**src/rtl/pwm_capture.sv**
```systemverilog
// pwm_capture: recovers period and high time of an asynchronous PWM input and
// presents the measured duty cycle as a read-only 32-bit processor I/O word.
module pwm_capture #(
  parameter int CNT_W   = 16,
  parameter int DUTY_W  = 10,
  parameter int TIMEOUT = 2048
) (
  input  logic              clock,
  input  logic              reset,
  input  logic              pwm_in,
  input  logic              enable,
  input  logic              rd_en,
  output logic [DUTY_W-1:0] duty_cycle,
  output logic [CNT_W-1:0]  period,
  output logic              sample_valid,
  output logic              stuck,
  output logic [31:0]       rd_data
);

  typedef enum logic [1:0] {IDLE, ARM, MEASURE, STUCK} state_t;

  localparam logic [CNT_W-1:0]  CNT_MAX     = '1;
  localparam logic [CNT_W-1:0]  CNT_ONE     = CNT_W'(1);
  localparam logic [CNT_W-1:0]  TIMEOUT_CNT = CNT_W'(TIMEOUT);
  localparam logic [DUTY_W-1:0] DUTY_MAX    = '1;

  logic              s1, s2, s3;
  logic              rise;
  state_t            state, state_next;
  logic [CNT_W-1:0]  period_cnt, period_cnt_next, period_inc;
  logic [CNT_W-1:0]  high_cnt, high_cnt_next, high_inc;
  logic              load;
  logic [CNT_W-1:0]  load_period;
  logic [DUTY_W-1:0] load_duty, duty_sat;
  logic              load_stuck;
  logic              fresh;

  // Three-flop synchronizer; only s2 and s3 feed the measurement logic.
  always_ff @(posedge clock) begin
    if (!reset) begin
      s1 <= 1'b0;
      s2 <= 1'b0;
      s3 <= 1'b0;
    end else begin
      s1 <= pwm_in;
      s2 <= s1;
      s3 <= s2;
    end
  end

  assign rise       = s2 & ~s3;
  assign period_inc = (period_cnt == CNT_MAX) ? period_cnt : period_cnt + CNT_ONE;
  assign high_inc   = (s2 && high_cnt != CNT_MAX) ? high_cnt + CNT_ONE : high_cnt;
  assign duty_sat   = (high_cnt > CNT_W'(DUTY_MAX)) ? DUTY_MAX : high_cnt[DUTY_W-1:0];

  always_ff @(posedge clock) begin
    if (!reset) state <= IDLE;
    else        state <= state_next;
  end

  // The rise cycle itself is counted by reloading to 1, so an ideal P/H input
  // reports exactly P and H at the following rise.
  always_comb begin
    state_next      = state;
    period_cnt_next = period_cnt;
    high_cnt_next   = high_cnt;
    load            = 1'b0;
    load_period     = '0;
    load_duty       = '0;
    load_stuck      = 1'b0;
    if (!enable) begin
      state_next      = IDLE;
      period_cnt_next = '0;
      high_cnt_next   = '0;
    end else begin
      unique case (state)
        IDLE: begin
          period_cnt_next = '0;
          high_cnt_next   = '0;
          state_next      = ARM;
        end
        ARM: begin
          if (rise) begin
            period_cnt_next = CNT_ONE;
            high_cnt_next   = CNT_ONE;
            state_next      = MEASURE;
          end else if (period_cnt >= TIMEOUT_CNT) begin
            load       = 1'b1;
            load_duty  = s2 ? DUTY_MAX : '0;
            load_stuck = 1'b1;
            state_next = STUCK;
          end else begin
            period_cnt_next = period_inc;
          end
        end
        MEASURE: begin
          if (rise) begin
            load            = 1'b1;
            load_period     = period_cnt;
            load_duty       = duty_sat;
            period_cnt_next = CNT_ONE;
            high_cnt_next   = CNT_ONE;
          end else if (period_cnt >= TIMEOUT_CNT) begin
            load       = 1'b1;
            load_duty  = s2 ? DUTY_MAX : '0;
            load_stuck = 1'b1;
            state_next = STUCK;
          end else begin
            period_cnt_next = period_inc;
            high_cnt_next   = high_inc;
          end
        end
        STUCK: begin
          if (rise) begin
            period_cnt_next = CNT_ONE;
            high_cnt_next   = CNT_ONE;
            state_next      = MEASURE;
          end
        end
        default: state_next = IDLE;
      endcase
    end
  end

  always_ff @(posedge clock) begin
    if (!reset) begin
      period_cnt   <= '0;
      high_cnt     <= '0;
      period       <= '0;
      duty_cycle   <= '0;
      stuck        <= 1'b0;
      sample_valid <= 1'b0;
    end else begin
      period_cnt   <= period_cnt_next;
      high_cnt     <= high_cnt_next;
      sample_valid <= load;
      if (load) begin
        period     <= load_period;
        duty_cycle <= load_duty;
        stuck      <= load_stuck;
      end
    end
  end

  // A pulse arriving together with a read keeps fresh set so no sample is lost.
  always_ff @(posedge clock) begin
    if (!reset)            fresh <= 1'b0;
    else if (sample_valid) fresh <= 1'b1;
    else if (rd_en)        fresh <= 1'b0;
  end

  assign rd_data = {fresh, stuck, 4'b0000, 16'(period), 10'(duty_cycle)};

endmodule

```
**config.mk**
```make
export PLATFORM = sky130hd
export DESIGN_NAME = pwm_capture
export DESIGN_NICKNAME = d
export VERILOG_FILES = /design/src/rtl/pwm_capture.sv
export SDC_FILE = /design/constraint.sdc
export NUM_CORES = 1
export LEC_CHECK = 0
export CELL_PAD_IN_SITES_DETAIL_PLACEMENT = 0
export CELL_PAD_IN_SITES_GLOBAL_PLACEMENT = 1
export CORE_ASPECT_RATIO = 1.2
export CORE_MARGIN = 10
export CORE_UTILIZATION = 35
export CTS_CLUSTER_DIAMETER = 200
export CTS_CLUSTER_SIZE = 10
export DETAILED_ROUTE_END_ITERATION = 8
export GPL_TIMING_DRIVEN = 0
export PLACE_DENSITY = 0.84
export RECOVER_POWER = 25
export REMOVE_ABC_BUFFERS = 1
export SLEW_MARGIN = 5
export SYNTH_ARGS = -nofsm -noshare
export SYNTH_HDL_FRONTEND = slang
export SYNTH_SLANG_ARGS = --single-unit
```
**constraint.sdc**
```tcl
create_clock -name clock -period 5.9 [get_ports clock]
set_input_delay 1.18 -clock clock [delete_from_list [all_inputs] [get_ports clock]]
set_output_delay 1.18 -clock clock [all_outputs]
set_load 0.01 [all_outputs]
```
### Yosys cells after proc, flatten, opt, wreduce, memory -nomap -nowiden

Cells that the tools add are included.
W data, S select, Z words.

* magnitude comparators: 2
* bitwise operators: 2
* add/subtract/negate cells: 2
* reduce and logical (&&, ||, !) cells: 9
* multiplexer cells: 33
* equal/unequal tests: 12

Operators by type and width (count)
* $mux W16: 10
* $pmux W16 S3: 2
* $mux W10: 6
* $add A16 B1 Y16 const B: 2
* $pmux W10 S2: 1
* $eq A16 B16 Y1 const B: 1
* $ge A16 B12 Y1 const B: 1
* $gt A16 B10 Y1 const B: 1
* $ne A16 B16 Y1 const B: 1
* $ne A3 B3 Y1 const B: 4
* $mux W1: 8
* $mux W2: 4
* $pmux W2 S4: 1
* $reduce_and A3 Y1: 2
* $eq A2 B2 Y1 const B: 2
* $ne A2 B2 Y1 const B: 2
* $reduce_and A2 Y1: 2
* $reduce_or A2 Y1: 2
* $eq A2 B1 Y1 const B: 1
* $logic_not A2 Y1: 1
* $ne A2 B1 Y1 const B: 1
* $pmux W1 S2: 1
* $reduce_bool A2 Y1: 1
* $and A1 B1 Y1: 1
* other kinds (2): 2

* logic and storage cells: 71
* bits in registers: 66
* output and inout bits: 60
* bits of input ports: 5

### Longest topological paths before layout

Gate-level depths: netlist of the first run.

* depth in word-level cells: 6
* mapped depth: 10
* depth with buffers taken out: 7

### Worst setup path after synthesis of the first run

No wires, ideal clock.

* path type: in2reg
* start: input port reset
* end: register period_cnt[7]
* setup slack: 3399 ps
* stages: 5
* arrival time: 2442 ps
* library setup time: 60 ps
* cells stage by stage: clkbuf_1 > nand2_1 > a211o_1 > or4_1 > nand2_1

* cells in the longest elaborated chain, start to end: 1

RTL lines
* from (decl): line 9 `input logic reset,`
* $reduce_and A2 Y1 (no source line)
* to (signal assigned): line 134 `period_cnt <= period_cnt_next;`
* to (decl): line 30 `logic [CNT_W-1:0] period_cnt, period_cnt_next, period_inc;`

Every way passes these cells.
A chain may end at the register's enable or synchronous reset.

### Worst setup path after layout of the first run

* start: input port enable
* end: register period[12]

* cells in the longest elaborated chain, start to end: 1

RTL lines
* from (decl): line 11 `input logic enable,`
* $mux W16 / $mux W1 (equally long branches): line 71 `if (!enable) begin`
* to (signal assigned): line 138 `period <= load_period;`
* to (decl): line 14 `output logic [CNT_W-1:0] period,`

Several ways; a longest one is shown, not always the timed one.

==> results.md, run 1 <==
* Antenna-violating nets left at 0
* RSZ-0062 raised after global routing: false
* Number of global-route vias before repair at 2,670
* Vias per cell at 5.347
* Final antenna diode count at 0
* DRT Wirelength at about 7.7 mm
* Status: completed
* Yosys top cell by area: dfxtp_1
* Slew Limit Fails at 0
* Crit path cell chain: dlygate4sd3_1 -> nand2_1 -> a211oi_1 -> nor2b_1 -> a22o_1
* Leakage at around 1.4 nW
* GRT Overall Usage at 0.1130
* Primary FF master, synth: dfxtp_1
* Largest net degree at the start of global routing at 21
* Fill count at 897
* Area grow syn2layout at 20.68%
* Commonest non-fill, non-tap cell in the layout: dfxtp_1
* GPL Wtd Cong at 0.8326
* Final-stage net count at around 410
* # hold bufs at CTS at 0
* First drt pass iteration count at 4
* Worst Hold Class: register to register
* Share of post-route cells with drive strength above 1 at 0.05679
* Top cell type's share of synthesized area at 0.4090
* Final period util at 0.6112
* Worst-case reg-to-reg path depth at 6
* PortBufs at 60
* Reg clk slew, reported paths at 0.07 ns
* Top cells by area, synth: dfxtp_1 41%, buf_4 7.4%, o21ai_0 5.7%
* Hold Vio Cnt, Final at 0
* RR Startpoint: state[1]$_SDFFE_PN0P_
* Mapped Area at 3231 sq um
* Commonest non-fill, non-tap cells in the layout: 66 x dfxtp_1, 37 x o21ai_0, 36 x a21oi_1
* Critical path arrival at 3.85 ns
* Worst skew pair latency at 0.35 ns
* Critical Path Max Stage Delay at slightly above 1 ns
* Crit-path leading delay family: compound AO/OA/AOI/OAI gates
* Worst Path Max Fanout at 16
* PostCTS Resize Cnt at 0
* Sequential area share after synthesis at 0.4090
* Kind of critical path: primary input to register
* Distinct cells, synth at 52
* Final setup viols at 0
* Global-route wire length before repair at 12.71 mm
* Wire length per cell at 14.68 microns
* Gate Count Post-Synth at 375
* Number of synthesized flops with an enable pin at 0
* Worst Setup SP: enable
* Ys async rst share at 0
* Clock buffer depth at 2
* Worst-Margin Slew at 1.260 ns
* Hold path cells at 1
* Grt ovf at 0
* Clk_skew at around 0.007 ns
* Crit path time final at 3.606 ns
* CTS root buf: clkbuf_8
* WHS Endpoint: s2$_SDFF_PN0_
* DP Wirelength at 5.611 mm
* Hold Startpoint: s1$_SDFF_PN0_
* Vert. Die Dim at between 100 and 150 microns
* Setup TNS at 0 ns
* Via count at 2,807
* Drt drc at 0
* CTS Buf Count at 9
* Relative slew slack at 0.1552
* Slowest-stage cell, CP: a211oi_1
* Final Power at 0.9019 mW
* Crit. path cell count at 5
* Max Cap Viol at 0
* Reg2Reg Setup Slack at about 2.8 ns
* Peak supply drop at 127.0 uV
* DP Area at 3680 sq um
* Core area at 9034 sq um
* Worst path bufs/invs at 1
* Worst setup SP type: primary input
* Die width at 107.7 microns
* CTS tree: yes
* 1st-iter DRT viols at 109
* Syn. warnings at 0
* # H-tree levels at 3
* Initial Util at 0.3576
* Die footprint at 13,490 sq um
* # Post-CTS Setup Buffers at 0
* Final instance area at 3899 sq um
* PwrDens at roughly 230 nW/um^2
* Worst setup EP type: register
* Yosys reg bits at 66
* Initial antenna violation count at 0
* Core Rows at 38
* Clock tree sinks at 66
* Achievable frequency at 277.3 MHz
* Avg Cell Area, Syn at 8.615 sq um
* WP data required at 6.14 ns
* R2r endpoint: period[12]$_SDFFE_PN0P_
* # IOs at 65
==> Yosys cell counts (2+ instances only) <==
master / number
a211o_1: 2
a211oi_1: 2
a21oi_1: 36
a22o_1: 16
a31oi_1: 3
and2_1: 7
and3_1: 10
and4_1: 2
buf_4: 32
clkbuf_1: 15
dfxtp_1: 66
ha_1: 8
inv_1: 9
nand2_1: 26
nand3_1: 13
nand3b_1: 5
nand4_1: 6
nor2_1: 17
nor2b_1: 3
nor3_1: 8
o211ai_1: 3
o21a_1: 3
o21ai_0: 37
o221a_2: 2
o22ai_1: 3
o31ai_1: 4
or3_1: 3
or4_1: 8
xor2_1: 3
==> kinds of logic after synthesis <==
logic type	after synthesis	synth area share
adders and majority gates	8	0.03098
DFF	66	0.4090
xor gates and xnor gates	3	0.008135
buffers and inverters	58	0.1073
AOI/OAI and AO/OA	120	0.2328
other	1	0.001161
and+or+nand+nor	119	0.2107
==> registers in the layout, indices dropped and copies added (netlist names) <==
signal	count
duty_cycle	10
period	16
s3	1
period_cnt	16
stuck	1
state	2
s2	1
s1	1
fresh	1
sample_valid	1
high_cnt	16
==> through the flow <==
step | hold slack (ns) | worst slack (ns) | std cells | util
after CTS | 0.4459 | 2.427 | 525 | 0.4316
after global placement | 0.4196 | 2.065 | 509 | 0.4073
after detailed placement | 0.4295 | 2.037 | 509 | 0.4073
after global routing | 0.4607 | 2.036 | 525 | 0.4316
final | 0.4403 | 2.294 | 525 | 0.4316
after floorplan | 0.4118 | 3.254 | 329 | -
==> power by group <==
group | total (mW) | internal, mW | switching [mW]
Clock | 0.425 | 0.248 | 0.177
Combinational | 0.0292 | 0.00879 | 0.0204
Sequential | 0.448 | 0.447 | 0.00126
Total | 0.902 | 0.704 | 0.198
==> layout make-up <==
type	instances	area, sq um	share of cell area
multi-input combinational	254	1574	0.4037
clock inverter	5	77.57	0.01990
sequential	66	1321	0.3389
clock buffer	11	141.4	0.03626
inverter	9	33.78	0.008665
timing repair buffer	60	600.6	0.1540
tap	120	150.1	0.03851
==> worst register-to-register path, cell delays in order (launching register included) <==
cell and delay (ns):
dfxtp_1 0.42, inv_1 0.11, ha_1 0.41, nand2_1 0.14, a211oi_1 1.03, nor2b_1 0.54
a22o_1 0.37
==> per-layer routing <==
metal  up-vias  share of wire  GRT usage  wire length (microns)
met4         0          0.010    0.04961                     80
met2        68           0.50     0.1882                   3845
met1      1339           0.43     0.1277                   3288
met3         9          0.064    0.03700                    495
met5         -              0          0                      0
li1       1391              -          -                      -
==> worst max-delay path by stage <==
stage | slack (ns) | to
CTS | 2.43 | period[12]$_SDFFE_PN0P_
floorplan | 3.25 | period[0]$_SDFFE_PN0P_
finish | 2.29 | period[12]$_SDFFE_PN0P_
global placement | 2.06 | period[0]$_SDFFE_PN0P_
global route | 2.04 | period[8]$_SDFFE_PN0P_
detailed placement | 2.04 | period[12]$_SDFFE_PN0P_
Power figures use the tool's default switching activity.
==> inputs of run 2 (changes only) <==
clock period = 3.5 ns   (was 5.9 ns; I/O delays follow)
==> results.md, run 2 (synthesis results as in run 1) <==
* Leakage at 1.433 nW
* PostCTS Resize Cnt at 0
* Reg clk slew, reported paths at 0.07 ns
* Crit path time final at 2.920 ns
* Non-filler cells, final at 525
* Initial Util at 0.3576
* Clk_skew at around 0.008 ns
* # H-tree levels at 3
* Area grow syn2layout at 20.84%
* Peak supply drop at 214.0 uV
* Die width at 107.7 microns
* Largest regs: high_cnt x16, period x16, period_cnt x16
* Vert. Die Dim at 125.2 microns
* DRT Wirelength at 7.701 mm
* RSZ-0062 raised after global routing: false
* CTS tree: yes
* GRT Overall Usage at 0.1130
* Setup TNS at 0 ns
* Worst skew pair latency at 0.35 ns
* PwrDens at 390.7 nW/um^2
* Share of post-route cells with drive strength above 1 at 0.05926
* Core area at ~9000 sq um
* Hold Vio Cnt, Final at 0
* GR peak layer: met2
* Grt ovf at 0
* Die footprint at approximately 13,000 sq um
* First drt pass iteration count at 4
* Commonest non-fill, non-tap cells in the layout: 66 x dfxtp_1, 37 x o21ai_0, 36 x a21oi_1
* Hold path cells at 1
* Final setup viols at 0
* Vias per cell at 5.373
* Largest net degree at the start of global routing at 21
* Achievable frequency at 342.4 MHz
* Via count at 2,821
* Drt drc at 0
* CTS Buf Count at 9
* Dpl cells at 509
* Worst Hold Class: register to register
* Wire length per cell at 14.67 microns
* Relative slew slack at 0.2482
* Crit-path most repeated cell: nand2_1
* Kind of critical path: primary input to register
* Initial antenna violation count at 0
* # IOs at 65
* Status: completed
* Met2 GRT Util at 0.1882
* Worst Path Max Fanout at 20
* Final antenna diode count at 0
* DP Wirelength at between 5 and 6 mm
* Worst setup SP type: primary input
* Final-stage net count at between 400 and 500
* Slowest-stage cell, CP: dlygate4sd3_1
* Crit path cell chain: dlygate4sd3_1 -> nand2_1 -> a211o_1 -> or4_1 -> nand2_1
* Number of global-route vias before repair at between 2,000 and 3,000
* Max Cap Viol at 0
* Clock tree sinks at 66
* Final Power at 1.525 mW
* Met1 Usage GRT at 0.1277
* Core Rows at 38
* Clock buffer depth at 2
* Met3 Use GR at 0.03700
* PortBufs at 60
* Worst setup EP type: register
* Critical Path Max Stage Delay at between 0.8 and 0.9 ns
* WP data required at 3.79 ns
* Slew Limit Fails at 0
* Commonest non-fill, non-tap cell in the layout: dfxtp_1
* Global-route wire length before repair at 12.71 mm
* GPL Wtd Cong at about 0.83
* Critical path arrival at approximately 3.2 ns
* Antenna-violating nets left at 0
* Final period util at 0.8344
* Final Util at 0.4321
* Worst-Margin Slew at 1.119 ns
* # Post-CTS Setup Buffers at 0
* Worst-case reg-to-reg path depth at 7
* 1st-iter DRT viols at 77
* CTS root buf: clkbuf_8
* # hold bufs at CTS at 0
* Min Hold Slack at 0.4404 ns
==> run 2: cell type report <==
class | instances | area, sq um
fill | 896 | 5130
clock buffer | 11 | 141.4
tap | 120 | 150.1
sequential | 66 | 1321
multi-input combinational | 254 | 1579
inverter | 9 | 33.78
clock inverter | 5 | 77.57
timing repair buffer | 60 | 600.6
==> run 2: final timing paths <==
kind	start	endpoint	slack, ns
worst max register to register	state[0]$_SDFFE_PN0P_	high_cnt[5]$_SDFFE_PN0P_	0.71
worst min register to register	s1$_SDFF_PN0_	s2$_SDFF_PN0_	0.44
worst min-delay path	s1$_SDFF_PN0_	s2$_SDFF_PN0_	0.44
worst max-delay path	reset	period_cnt[7]$_SDFFE_PN0P_	0.58
==> run 2: metrics by stage <==
step | area [sq um] | worst slack [ns]
3_3_place_gp | 3680 | 0.1448
6_report | 3904 | 0.5796
2_1_floorplan | 2929 | 1.221
5_1_grt | 3904 | 0.3294
3_5_place_dp | 3680 | 0.1166
4_1_cts | 3899 | 0.4446
==> run 2: layer usage <==
metal,vias up,routed length (microns)
li1,1388,-
met1,1349,3280
met2,75,3821
met3,9,517
met4,0,80
met5,-,0
==> run 2: critical path, delay by kind of cell <==
family	cells	cell delay, ns
and+or+nand+nor	3	1.11
buffers and inverters	1	0.89
AOI/OAI and AO/OA	1	0.51
==> run 2: power breakdown <==
| part | switching (mW) | internal (mW) | total [mW] |
|---|---|---|---|
| clock network | 0.302 | 0.418 | 0.720 |
| logic | 0.0347 | 0.0151 | 0.0498 |
| registers | 0.00210 | 0.753 | 0.755 |
==> inputs of run 3 (changes only) <==
CORE_UTILIZATION = 34   (was 35)
PLACE_DENSITY = 0.85   (was 0.84)
clock period = 2.6 ns   (was 3.5 ns; I/O delays follow)
==> results.md, run 3 (synthesis results as in run 1) <==
* Status: completed
* CTS tree: yes
* Final antenna diode count at 0
* Area grow syn2layout at 20.88%
* Number of global-route vias before repair at roughly 2,800
* Final instance area at about 3900 sq um
* # IOs at 65
* Vert. Die Dim at 126.8 microns
* Grt ovf at 0
* Wire length per cell at 15.39 microns
* Antenna-violating nets left at 0
* Peak supply drop at 218.4 uV
* Largest net degree at the start of global routing at 21
* Drt drc at 0
* DP Area at between 3000 and 4000 sq um
* Crit path cell chain: inv_1 -> ha_1 -> inv_1 -> nor3_4 -> nand3_1 -> or4_1 -> a21oi_1
* Worst setup SP type: register
* Crit-path most repeated cell: inv_1
* CTS Buf Count at 9
* Achievable frequency at 413.1 MHz
* GRT Overall Usage at 0.1152
* Slew Limit Fails at 0
* GPL Wtd Cong at between 0.8 and 0.9
* Worst setup EP type: register
* Worst skew pair latency at 0.34 ns
* Worst-Margin Slew at 0.9883 ns
* Worst Path Max Fanout at 10
* Hold Vio Cnt, Final at 0
* # Post-CTS Setup Buffers at 0
* Largest regs: high_cnt x16, period x16, period_cnt x16
* Clk_skew at between 0.005 and 0.006 ns
* # H-tree levels at 3
* Kind of critical path: register to register
* Worst path bufs/invs at 2
* Commonest non-fill, non-tap cell in the layout: dfxtp_1
* Final Util at 0.4256
* PortBufs at 60
* Worst Hold Class: register to register
* Via count at 2,836
* 1st-iter DRT viols at 98
* DRT Wirelength at 8.078 mm
* First drt pass iteration count at 5
* Commonest non-fill, non-tap cells in the layout: 66 x dfxtp_1, 37 x o21ai_0, 36 x a21oi_1
* Relative slew slack at 0.3411
* Clock buffer depth at 2
* Slowest-stage cell, CP: or4_1
* DP Wirelength at roughly 6 mm
* Final-stage net count at about 410
* Max Cap Viol at 0
* WP data required at 2.87 ns
* Core area at 9176 sq um
* Vias per cell at 5.402
* Initial Util at 0.3521
* RSZ-0062 raised after global routing: false
* Final period util at 0.9310
* Die width at 109.0 microns
* Initial antenna violation count at 0
* Clock tree sinks at 66
* PwrDens at ~500 nW/um^2
* Core Rows at 38
* Reg clk slew, reported paths at ~0.070 ns
* Leakage at 1.431 nW
* Min Hold Slack at 0.4429 ns
* Critical Path Max Stage Delay at 0.52 ns
* Die footprint at 13,820 sq um
* Setup TNS at 0 ns
* Global-route wire length before repair at 13.34 mm
* Crit path time final at approximately 2.4 ns
* Crit-path leading delay family: simple AND/OR/NAND/NOR gates
* Critical path arrival at between 2 and 3 ns
* Share of post-route cells with drive strength above 1 at 0.07160
* CTS root buf: clkbuf_8
* Final setup viols at 0
==> run 3: worst register-to-register path, cell delays in order (launching register included) <==
cell     delay, ns
dfxtp_1       0.34
inv_1         0.13
ha_1          0.39
inv_1         0.19
nor3_4        0.37
nand3_1       0.26
or4_1         0.52
a21oi_1       0.15
==> run 3: cell type report <==
cell class	instances	area, sq um
Tap cell	120	150.1
Sequential cell	66	1321
Fill cell	906	5271
Multi-Input combinational cell	254	1610
Inverter	9	33.78
Timing Repair Buffer	60	594.3
Clock inverter	5	53.80
Clock buffer	11	141.4
==> run 3: routing by layer <==
layer	vias to the layer above	global-route usage	routed length (microns)
met5	-	0	0
met4	0	0.03497	52
met3	5	0.04053	759
met2	88	0.2001	3982
met1	1357	0.1277	3284
li1	1386	-	-
==> run 3: report_power, final <==
part | switching, mW | internal, mW | leakage [nW]
Combinational | 0.0497 | 0.0201 | 0.796
Clock | 0.383 | 0.466 | 0.103
Sequential | 0.00328 | 1.01 | 0.532
Total | 0.436 | 1.50 | 1.43
==> run 3: repair_timing <==
item,in CTS,in global routing
endpoints found under the setup margin,33,31
endpoints found under the hold margin,0,0
gates resized for setup,4,5
hold buffers,0,0
==> run 3: stage by stage <==
step,setup WS (ns),power [mW],cells
4_1_cts,0.03154,1.963,525
3_5_place_dp,-0.7574,1.108,509
3_3_place_gp,-0.7374,1.106,509
6_report,0.1793,1.936,525
2_1_floorplan,0.3205,1.081,329
5_1_grt,0.03475,2.009,525
==> run 3: final timing paths <==
check / from / endpoint / slack, ns / cells after the start
worst min-delay path: s1$_SDFF_PN0_ / s2$_SDFF_PN0_ / 0.44 / 1
worst min register to register: s1$_SDFF_PN0_ / s2$_SDFF_PN0_ / 0.44 / 1
worst max-delay path: state[0]$_SDFFE_PN0P_ / high_cnt[7]$_SDFFE_PN0P_ / 0.18 / 7
worst max register to register: state[0]$_SDFFE_PN0P_ / high_cnt[7]$_SDFFE_PN0P_ / 0.18 / 7
